### config.mk
export PLATFORM = sky130hd
export DESIGN_NAME = life_array_ctrl
export DESIGN_NICKNAME = d
export VERILOG_FILES = /design/src/rtl/life_array_ctrl.sv
export SDC_FILE = /design/constraint.sdc
export NUM_CORES = 1
export LEC_CHECK = 0
export ABC_AREA = 1
export CORE_MARGIN = 5
export CORE_UTILIZATION = 30
export DETAILED_ROUTE_END_ITERATION = 12
export SLEW_MARGIN = 5
export SYNTH_ARGS = -nofsm -noshare
export SYNTH_HDL_FRONTEND = slang
export SYNTH_SLANG_ARGS = --single-unit
### constraint.sdc
create_clock -name clk -period 4.94 [get_ports clk]
set_clock_uncertainty 0.15 [all_clocks]
set_input_delay 0.988 -clock clk [delete_from_list [all_inputs] [get_ports clk]]
set_output_delay 0.988 -clock clk [all_outputs]
set_load 0.03 [all_outputs]
### src/rtl/life_array_ctrl.sv
// life_array_ctrl -- sequencer between the host side and a ROWS x COLS life
// cell array. Runs one command at a time:
//   LOAD : streams ROWS row beats into the array (one-hot row strobe + data)
//   RUN  : asserts arr_run for N consecutive cycles (N generations)
//   READ : parallel-loads the column shift chains, then drains ROWS rows
// Ports:
//   clk, reset             clock, synchronous active-low reset
//   cmd_*                  command handshake (accepted only in IDLE)
//   in_*                   LOAD row stream (valid/ready)
//   out_*                  READ row stream (valid/ready), pass-through of chain
//   arr_*                  strobes/data to the cell array, chain tail input
//   busy, done, gen_total  status: not idle, completion pulse, generation count
module life_array_ctrl #(
  parameter int ROWS  = 8,
  parameter int COLS  = 8,
  parameter int GEN_W = 16
) (
  input  logic             clk,
  input  logic             reset,
  input  logic             cmd_valid,
  output logic             cmd_ready,
  input  logic [1:0]       cmd_op,
  input  logic [GEN_W-1:0] cmd_gens,
  input  logic             in_valid,
  output logic             in_ready,
  input  logic [COLS-1:0]  in_row,
  output logic             out_valid,
  input  logic             out_ready,
  output logic [COLS-1:0]  out_row,
  output logic             arr_run,
  output logic [ROWS-1:0]  arr_load_in,
  output logic [COLS-1:0]  arr_in_data,
  output logic             arr_load_out,
  output logic             arr_shift,
  input  logic [COLS-1:0]  arr_chain_out,
  output logic             busy,
  output logic             done,
  output logic [GEN_W-1:0] gen_total
);

  // Row counter must reach ROWS: LOAD parks there for the last strobe cycle.
  localparam int RW = $clog2(ROWS + 1);

  localparam logic [2:0] ST_IDLE    = 3'd0;
  localparam logic [2:0] ST_LOAD    = 3'd1;
  localparam logic [2:0] ST_RUN     = 3'd2;
  localparam logic [2:0] ST_CAPTURE = 3'd3;
  localparam logic [2:0] ST_DRAIN   = 3'd4;
  localparam logic [2:0] ST_DONE    = 3'd5;

  localparam logic [1:0] OP_LOAD = 2'd1;
  localparam logic [1:0] OP_RUN  = 2'd2;
  localparam logic [1:0] OP_READ = 2'd3;

  localparam logic [ROWS-1:0] ROW0_ONEHOT = {{(ROWS-1){1'b0}}, 1'b1};

  logic [2:0]       state_q, state_d;
  logic [RW-1:0]    row_q, row_d;
  logic [GEN_W-1:0] cnt_q, cnt_d;
  logic [GEN_W-1:0] gen_total_q, gen_total_d;
  logic [ROWS-1:0]  load_in_q, load_in_d;
  logic [COLS-1:0]  in_data_q, in_data_d;

  always_comb begin
    state_d     = state_q;
    row_d       = row_q;
    cnt_d       = cnt_q;
    gen_total_d = gen_total_q;
    load_in_d   = '0;
    in_data_d   = '0;
    case (state_q)
      ST_IDLE: begin
        if (cmd_valid) begin
          case (cmd_op)
            OP_LOAD: begin
              state_d = ST_LOAD;
              row_d   = '0;
            end
            OP_RUN: begin
              cnt_d   = cmd_gens;
              state_d = (cmd_gens == '0) ? ST_DONE : ST_RUN;
            end
            OP_READ: state_d = ST_CAPTURE;
            default: state_d = ST_DONE;
          endcase
        end
      end
      ST_LOAD: begin
        // row_q == ROWS is the cycle the final strobe is on the array;
        // done follows it rather than coinciding with it.
        if (row_q == RW'(ROWS)) begin
          state_d = ST_DONE;
        end else if (in_valid) begin
          load_in_d = ROW0_ONEHOT << row_q;
          in_data_d = in_row;
          row_d     = row_q + RW'(1);
        end
      end
      ST_RUN: begin
        // Down-counter exits on 1, so a full 2^GEN_W-1 count never wraps.
        gen_total_d = gen_total_q + GEN_W'(1);
        cnt_d       = cnt_q - GEN_W'(1);
        if (cnt_q == GEN_W'(1)) state_d = ST_DONE;
      end
      ST_CAPTURE: begin
        row_d   = '0;
        state_d = ST_DRAIN;
      end
      ST_DRAIN: begin
        if (out_ready) begin
          row_d = row_q + RW'(1);
          if (row_q == RW'(ROWS - 1)) state_d = ST_DONE;
        end
      end
      ST_DONE: state_d = ST_IDLE;
      default: state_d = ST_IDLE;
    endcase
  end

  always_ff @(posedge clk) begin
    if (!reset) begin
      state_q     <= ST_IDLE;
      row_q       <= '0;
      cnt_q       <= '0;
      gen_total_q <= '0;
      load_in_q   <= '0;
      in_data_q   <= '0;
    end else begin
      state_q     <= state_d;
      row_q       <= row_d;
      cnt_q       <= cnt_d;
      gen_total_q <= gen_total_d;
      load_in_q   <= load_in_d;
      in_data_q   <= in_data_d;
    end
  end

  assign cmd_ready    = (state_q == ST_IDLE);
  assign busy         = (state_q != ST_IDLE);
  assign done         = (state_q == ST_DONE);
  assign in_ready     = (state_q == ST_LOAD) && (row_q != RW'(ROWS));
  assign out_valid    = (state_q == ST_DRAIN);
  assign out_row      = out_valid ? arr_chain_out : '0;
  assign arr_shift    = out_valid && out_ready;
  assign arr_run      = (state_q == ST_RUN);
  assign arr_load_out = (state_q == ST_CAPTURE);
  assign arr_load_in  = load_in_q;
  assign arr_in_data  = in_data_q;
  assign gen_total    = gen_total_q;

endmodule

=== After elaboration in Yosys (flattened, before gate mapping) ===
Index checks and enable logic that the tools add are counted.

* Register bits after elaboration: 55
* Input port bits: 39
* Output and inout port bits: 48
* Logic and storage cells: 63

* Add/sub/neg operators: 3
* Eq/ne operators: 21
* Shifts and indexed selects: 1
* Mux-type cells: 18
* Bitwise gates (word level): 3
* Reductions and logical operators: 11

{| class="wikitable"
|+ Operator list
! kind !! number
|-
| $mux 16 || 2
|-
| $pmux 16 s2 || 1
|-
| $mux 4 || 5
|-
| $mux 3 || 6
|-
| $add 16x1->16 const B || 1
|-
| $eq 16x1->1 const B || 1
|-
| $logic_not 16->1 || 1
|-
| $pmux 4 s4 || 1
|-
| $sub 16x1->16 const B || 1
|-
| $pmux 3 s5 || 1
|-
| $ne 2x1->1 const B || 5
|-
| $pmux 3 s3 || 1
|-
| $mux 8 || 1
|-
| $ne 2x2->1 const B || 4
|-
| $shl 1x4->8 const A || 1
|-
| $eq 3x2->1 const B || 2
|-
| $eq 3x3->1 const B || 2
|-
| $reduce_and 6->1 || 1
|-
| $reduce_and 5->1 || 1
|-
| $add 4x1->4 const B || 1
|-
| $eq 2x2->1 const B || 2
|-
| $eq 4x3->1 const B || 1
|-
| $eq 4x4->1 const B || 1
|-
| $ne 4x4->1 const B || 1
|-
| other kinds (10) || 13
|}

=== Depth between registers and ports, before layout ===
* Depth in word-level cells: 5
* Gate-level depth with buffers: 11
* Mapped depth without buffers: 11

=== Least setup slack after synthesis ===
No wires, ideal clock.

* Path type: input -> output
* From: input out_ready
* To: output arr_shift
* Data arrival time: 1.436 ns
* Data required time: 3.802 ns
* Slack: 2.366 ns
* Cell stages on the path: 2
* Path buffers: 0
* Path through: inv_1 > nor2_1

* Word-level cells in the longest chain between the ends: 1

{| class="wikitable"
|+ Ends and longest elaborated chain
! element !! RTL line !! text
|-
| start, declared || 28 || <nowiki>input logic out_ready,</nowiki>
|-
| $logic_and 1x1->1 || 144 || <nowiki>assign arr_shift = out_valid && out_ready;</nowiki>
|-
| end, declared || 34 || <nowiki>output logic arr_shift,</nowiki>
|}

Every way passes these cells.

=== Worst setup path after layout ===
* From: input arr_chain_out[4]
* To: output out_row[4]

* Word-level cells in the longest chain between the ends: 1

{| class="wikitable"
|+ Ends and longest elaborated chain
! element !! RTL line !! text
|-
| start, declared || 35 || <nowiki>input logic [COLS-1:0] arr_chain_out,</nowiki>
|-
| $mux 8 || 143 || <nowiki>assign out_row = out_valid ? arr_chain_out : '0;</nowiki>
|-
| end, declared || 29 || <nowiki>output logic [COLS-1:0] out_row,</nowiki>
|}

Every way passes these cells.

==> metrics.sh <==
STATUS='finished clean'
OVERFLOW=0
ROWS=37
PLACED_CELLS_INCL_TAPS=699
POSTROUTEWIRELENGTH_UM=8660
TIMING_WORST_SLEW_PIN_VALUE_PS=564
DRIVE_GT1_SHARE_PCT=4.90
MULTI_INPUT_GATE_AREA_MM2=0.00168
MAX-CLOCK-PATH-BUFFERS=2
DETAILEDROUTE.FIRSTPASSITERATIONCOUNT=4
GLOBALPLACE.CONGESTION=0.863
CRIT_SLOWEST_CELL='sky130_fd_sc_hd__clkdlybuf4s50_1'
CLK-INSERTION-DELAY-LATE_PS=310
NUMBER_OF_ANTENNA_VIOLATIONS_AT_THE_FIRST_CHECK_IN_GLOBAL_ROUTING=0
CP_CELL_SEQUENCE='clkdlybuf4s50_1 > inv_1 > nor2_1 > clkdlybuf4s50_1'
CRITICAL_PATH.REG2REG.ENDPOINT='cnt_q[9]'
TRITONCTS.NUM_BUFFERS=5
CRITICAL_PATH_START_END_CLASSIFICATION='input port to primary output'
P_TOTAL_uW=2150
POWERDENSITY_mW_PER_MM2=517
MAPPEDNETLISTNETS=533
SYNTH.CELL_AREA_MM2=0.00308
CTS.HOLD.BUFFERS_ADDED=0
YOSYSSEQAREASHARE_PCT=35.8
GRT_MAX_DEGREE=29
DRV.MAX_CAP_VIOLATION_COUNT=0
COUNT_OF_BOUNDARY_I_O_PINS=87
GRT.TOTAL_USAGE_PCT=14.1
POSTLAYOUTSETUPSLACKWORST_PS=1520
P_SWITCHING_uW=1090
END_KIND='primary output'
CTS.REPAIR.RESIZED=0
NUMCLOCKSINKS=55
INTERNAL_POWER_uW=1060
DIE_Y_UM=111
FILLERS=1067
CTSROOTBUFFERMASTER='sky130_fd_sc_hd__clkbuf_8'
PWR-SHARE-COMB_PCT=58.2
FF2FF_PATH_DEPTH=8
POST-ROUTE-DRC-COUNT=0
TIMING_MAX_TRANSITION_VIOLATIONS_FINAL=0
INSTANCES_NO_FILL=707
WORST_HOLD_STARTPOINT='gen_total[9]'
DOMINANT_CELL_TYPE_BY_COUNT_ON_THE_CRITICAL_PATH='sky130_fd_sc_hd__clkdlybuf4s50_1'
MIN_TO='gen_total[9]'
WORSTPATHMAXFANOUT=1
TIMING.SETUP.TNS_PS=0
DRT_ITER0_MARKERS=149
REGTOREGSETUPSLACK_PS=2980
CP.REQUIRED_PS=3800
TIMING.HOLD.WORST.CLASS='flop to flop'
STARTPOINT_TYPE='input port'
VIA_COUNT=3170
COUNT_OF_DIFFERENT_CELL_MASTERS_AFTER_SYNTHESIS=31
COUNT_OF_FLIP_FLOPS_WITH_A_BUILT_IN_ENABLE_AFTER_SYNTHESIS=0
HPWL_UM=6590
STARTPOINT_OF_THE_WORST_REGISTER_TO_REGISTER_PATH='state_q[2]'
CTSHTREEMAXLEVEL=2
LAYOUT_MIN_CYCLE_TIME_PS=3420
IR_WORST_VDD_uV=197
YS.WARNINGS.COUNT=0
TIMING.HOLD.WORST_PATH_DEPTH=2
DP_WORST_SETUP_SLACK_PS=1530
GRT_FIRST_PASS_WIRELENGTH_UM=14700
FINAL_NET_COUNT=616
SYNTH-SEQ-CELLS=55
SEQCELLAREA_MM2=0.00110
SWITCHING_SHARE_PCT=50.7
SEQ_POWER_SHARE_PCT=28.8
POST_ROUTE_ANT_NETS=0
CTS_SETUP_BUFFERS=0
AREA_GROWTH_PCT=35.0
RELATIVE_SLEW_MARGINS_PCT=62.2
COUNT_OF_INSERTED_ANTENNA_DIODE_CELLS=0
PORT-BUFFER-COUNT=86
PERIOD_SHARE_PCT=69.1
INITIAL_CORE_UTIL_PCT=30.2
TIMING.FMAX_MHz=293
DESIGN.CORE.AREA_MM2=0.0102
CLOCKPOWERSHARE_PCT=13.0
FINAL_SETUP_VIOLS=0
VIAS_PER_CELL=4.48
SYNTHFLOPTYPE='sky130_fd_sc_hd__dfxtp_1'
FIRST_GLOBAL_VIAS=3146
TOTAL_LEAKAGE_POWER_uW=0.00171
YS_ASYNC_SR_FRACTION_PCT=0
ARRIVAL_PS=2280
REPORT.FINAL.HOLD_VIOL_COUNT=0
POSTSYNTHCELLCOUNT=487
POSTSYNTHAREAPERCELL_UM2=6.32
DIE_AREA_MM2=0.0124
CRITICAL-PATH-TOP-DELAY-FAMILY='buffers and inverters'
DETAIL_ROUTED_NET_LENGTH_PER_STANDARD_CELL_UM=12.3
CTS_TREE='yes'
CRITPATHMAXSTAGEDELAY_PS=690
CLOCK_PIN_SLEW_WORST_SETUP_AND_HOLD_PATHS_PS=110
DIEWIDTH_UM=111
RSZ0062_AT_GRT='no'
PATH_BUF_INV=3
through the flow:
| step | util (%) | area [µm²] | hold slack [ps] |
|---|---|---|---|
| 6_report | 40.8 | 4150 | 346 |
| 5_1_grt | 40.8 | 4150 | 373 |
| 4_1_cts | 40.8 | 4150 | 353 |
| 3_5_place_dp | 39.8 | 4050 | 325 |
| 3_3_place_gp | 39.8 | 4050 | 321 |
| 2_1_floorplan | - | 3080 | 307 |
cell families (layout without fill, tap and decap cells):
| group | after synthesis | in the layout | share of synthesized area [%] |
|---|---|---|---|
| and+or+nand+nor | 280 | 280 | 38.8 |
| adders and majority gates | 7 | 7 | 2.85 |
| xor gates and xnor gates | 4 | 4 | 1.14 |
| AOI/OAI and AO/OA | 70 | 70 | 11.8 |
| buffers and inverters | 71 | 155 | 9.68 |
| DFF | 55 | 55 | 35.8 |
worst max path at each step:
stage	to	startpoint	cells after the start
after floorplan	arr_shift	out_ready	2
after global placement	out_row[3]	arr_chain_out[3]	4
after detailed placement	out_row[1]	arr_chain_out[1]	4
after CTS	out_row[4]	arr_chain_out[4]	4
after global routing	out_row[3]	state_q[1]	4
final	out_row[4]	arr_chain_out[4]	4
area by class of cell:
class | count | share of cell area, %
clock buffers | 5 | 1.66
clock inverters | 3 | 0.813
inverters | 59 | 5.39
well taps | 136 | 4.10
multi-input cells | 361 | 40.5
flip-flops and latches | 55 | 26.5
repair buffers | 88 | 21.1
worst min-delay path: cells and delay by family (launching register included):
| kind | cells | cell delay, ps |
|---|---|---|
| flip-flops | 1 | 350 |
| AO/OA/AOI/OAI | 1 | 50 |
| buffers and inverters | 1 | 60 |
sequential cells by signal, summed over array words and instances, names as in the netlist:
register and cells:
cnt_q 16, gen_total 16, arr_in_data 8, arr_load_in 8
row_q 4, state_q 3
cells in the mapped netlist (3+ instances only):
cell | instances | area, µm²
sky130_fd_sc_hd__nor3_1 | 7 | 35.0
sky130_fd_sc_hd__dfxtp_1 | 55 | 1100
sky130_fd_sc_hd__o21ai_0 | 29 | 145
sky130_fd_sc_hd__a21oi_1 | 37 | 185
sky130_fd_sc_hd__nor2_1 | 102 | 383
sky130_fd_sc_hd__xor2_1 | 3 | 26.3
sky130_fd_sc_hd__clkbuf_1 | 5 | 18.8
sky130_fd_sc_hd__inv_2 | 3 | 11.3
sky130_fd_sc_hd__nand2_4 | 3 | 33.8
sky130_fd_sc_hd__ha_1 | 7 | 87.6
sky130_fd_sc_hd__nand3_1 | 22 | 110
sky130_fd_sc_hd__nand4_1 | 5 | 31.3
sky130_fd_sc_hd__buf_4 | 3 | 22.5
sky130_fd_sc_hd__nand2_1 | 126 | 473
sky130_fd_sc_hd__inv_1 | 54 | 203
sky130_fd_sc_hd__nand3b_1 | 5 | 37.5
layer usage:
metal | track usage, % | wire length [µm] | vias up | share of wire, %
met3 | 2.67 | 244 | 4 | 2.8
met2 | 25.2 | 4360 | 44 | 50
met1 | 17.5 | 4030 | 1426 | 46
met4 | 2.92 | 27 | 0 | 0.31
li1 | - | - | 1696 | -
met5 | 0 | 0 | - | 0
power groups by stage:
stage | Combinational (µW) | Clock (µW) | Sequential, µW
floorplan | 945 | 0 | 624
CTS | 1260 | 294 | 615
global route | 1420 | 310 | 629
detailed placement | 1250 | 0 | 625
finish | 1250 | 280 | 618
global placement | 1240 | 0 | 625
cells in the final DEF (no fill, tap or decap), types with 5 or more instances in the layout:
cell	count
sky130_fd_sc_hd__a21oi_1	37
sky130_fd_sc_hd__clkbuf_8	5
sky130_fd_sc_hd__clkdlybuf4s50_1	86
sky130_fd_sc_hd__dfxtp_1	55
sky130_fd_sc_hd__ha_1	7
sky130_fd_sc_hd__inv_1	54
sky130_fd_sc_hd__nand2_1	126
sky130_fd_sc_hd__nand3_1	22
sky130_fd_sc_hd__nand3b_1	5
sky130_fd_sc_hd__nand4_1	5
sky130_fd_sc_hd__nor2_1	101
sky130_fd_sc_hd__nor3_1	7
sky130_fd_sc_hd__o21ai_0	29
(Power assumes the default switching activity.)
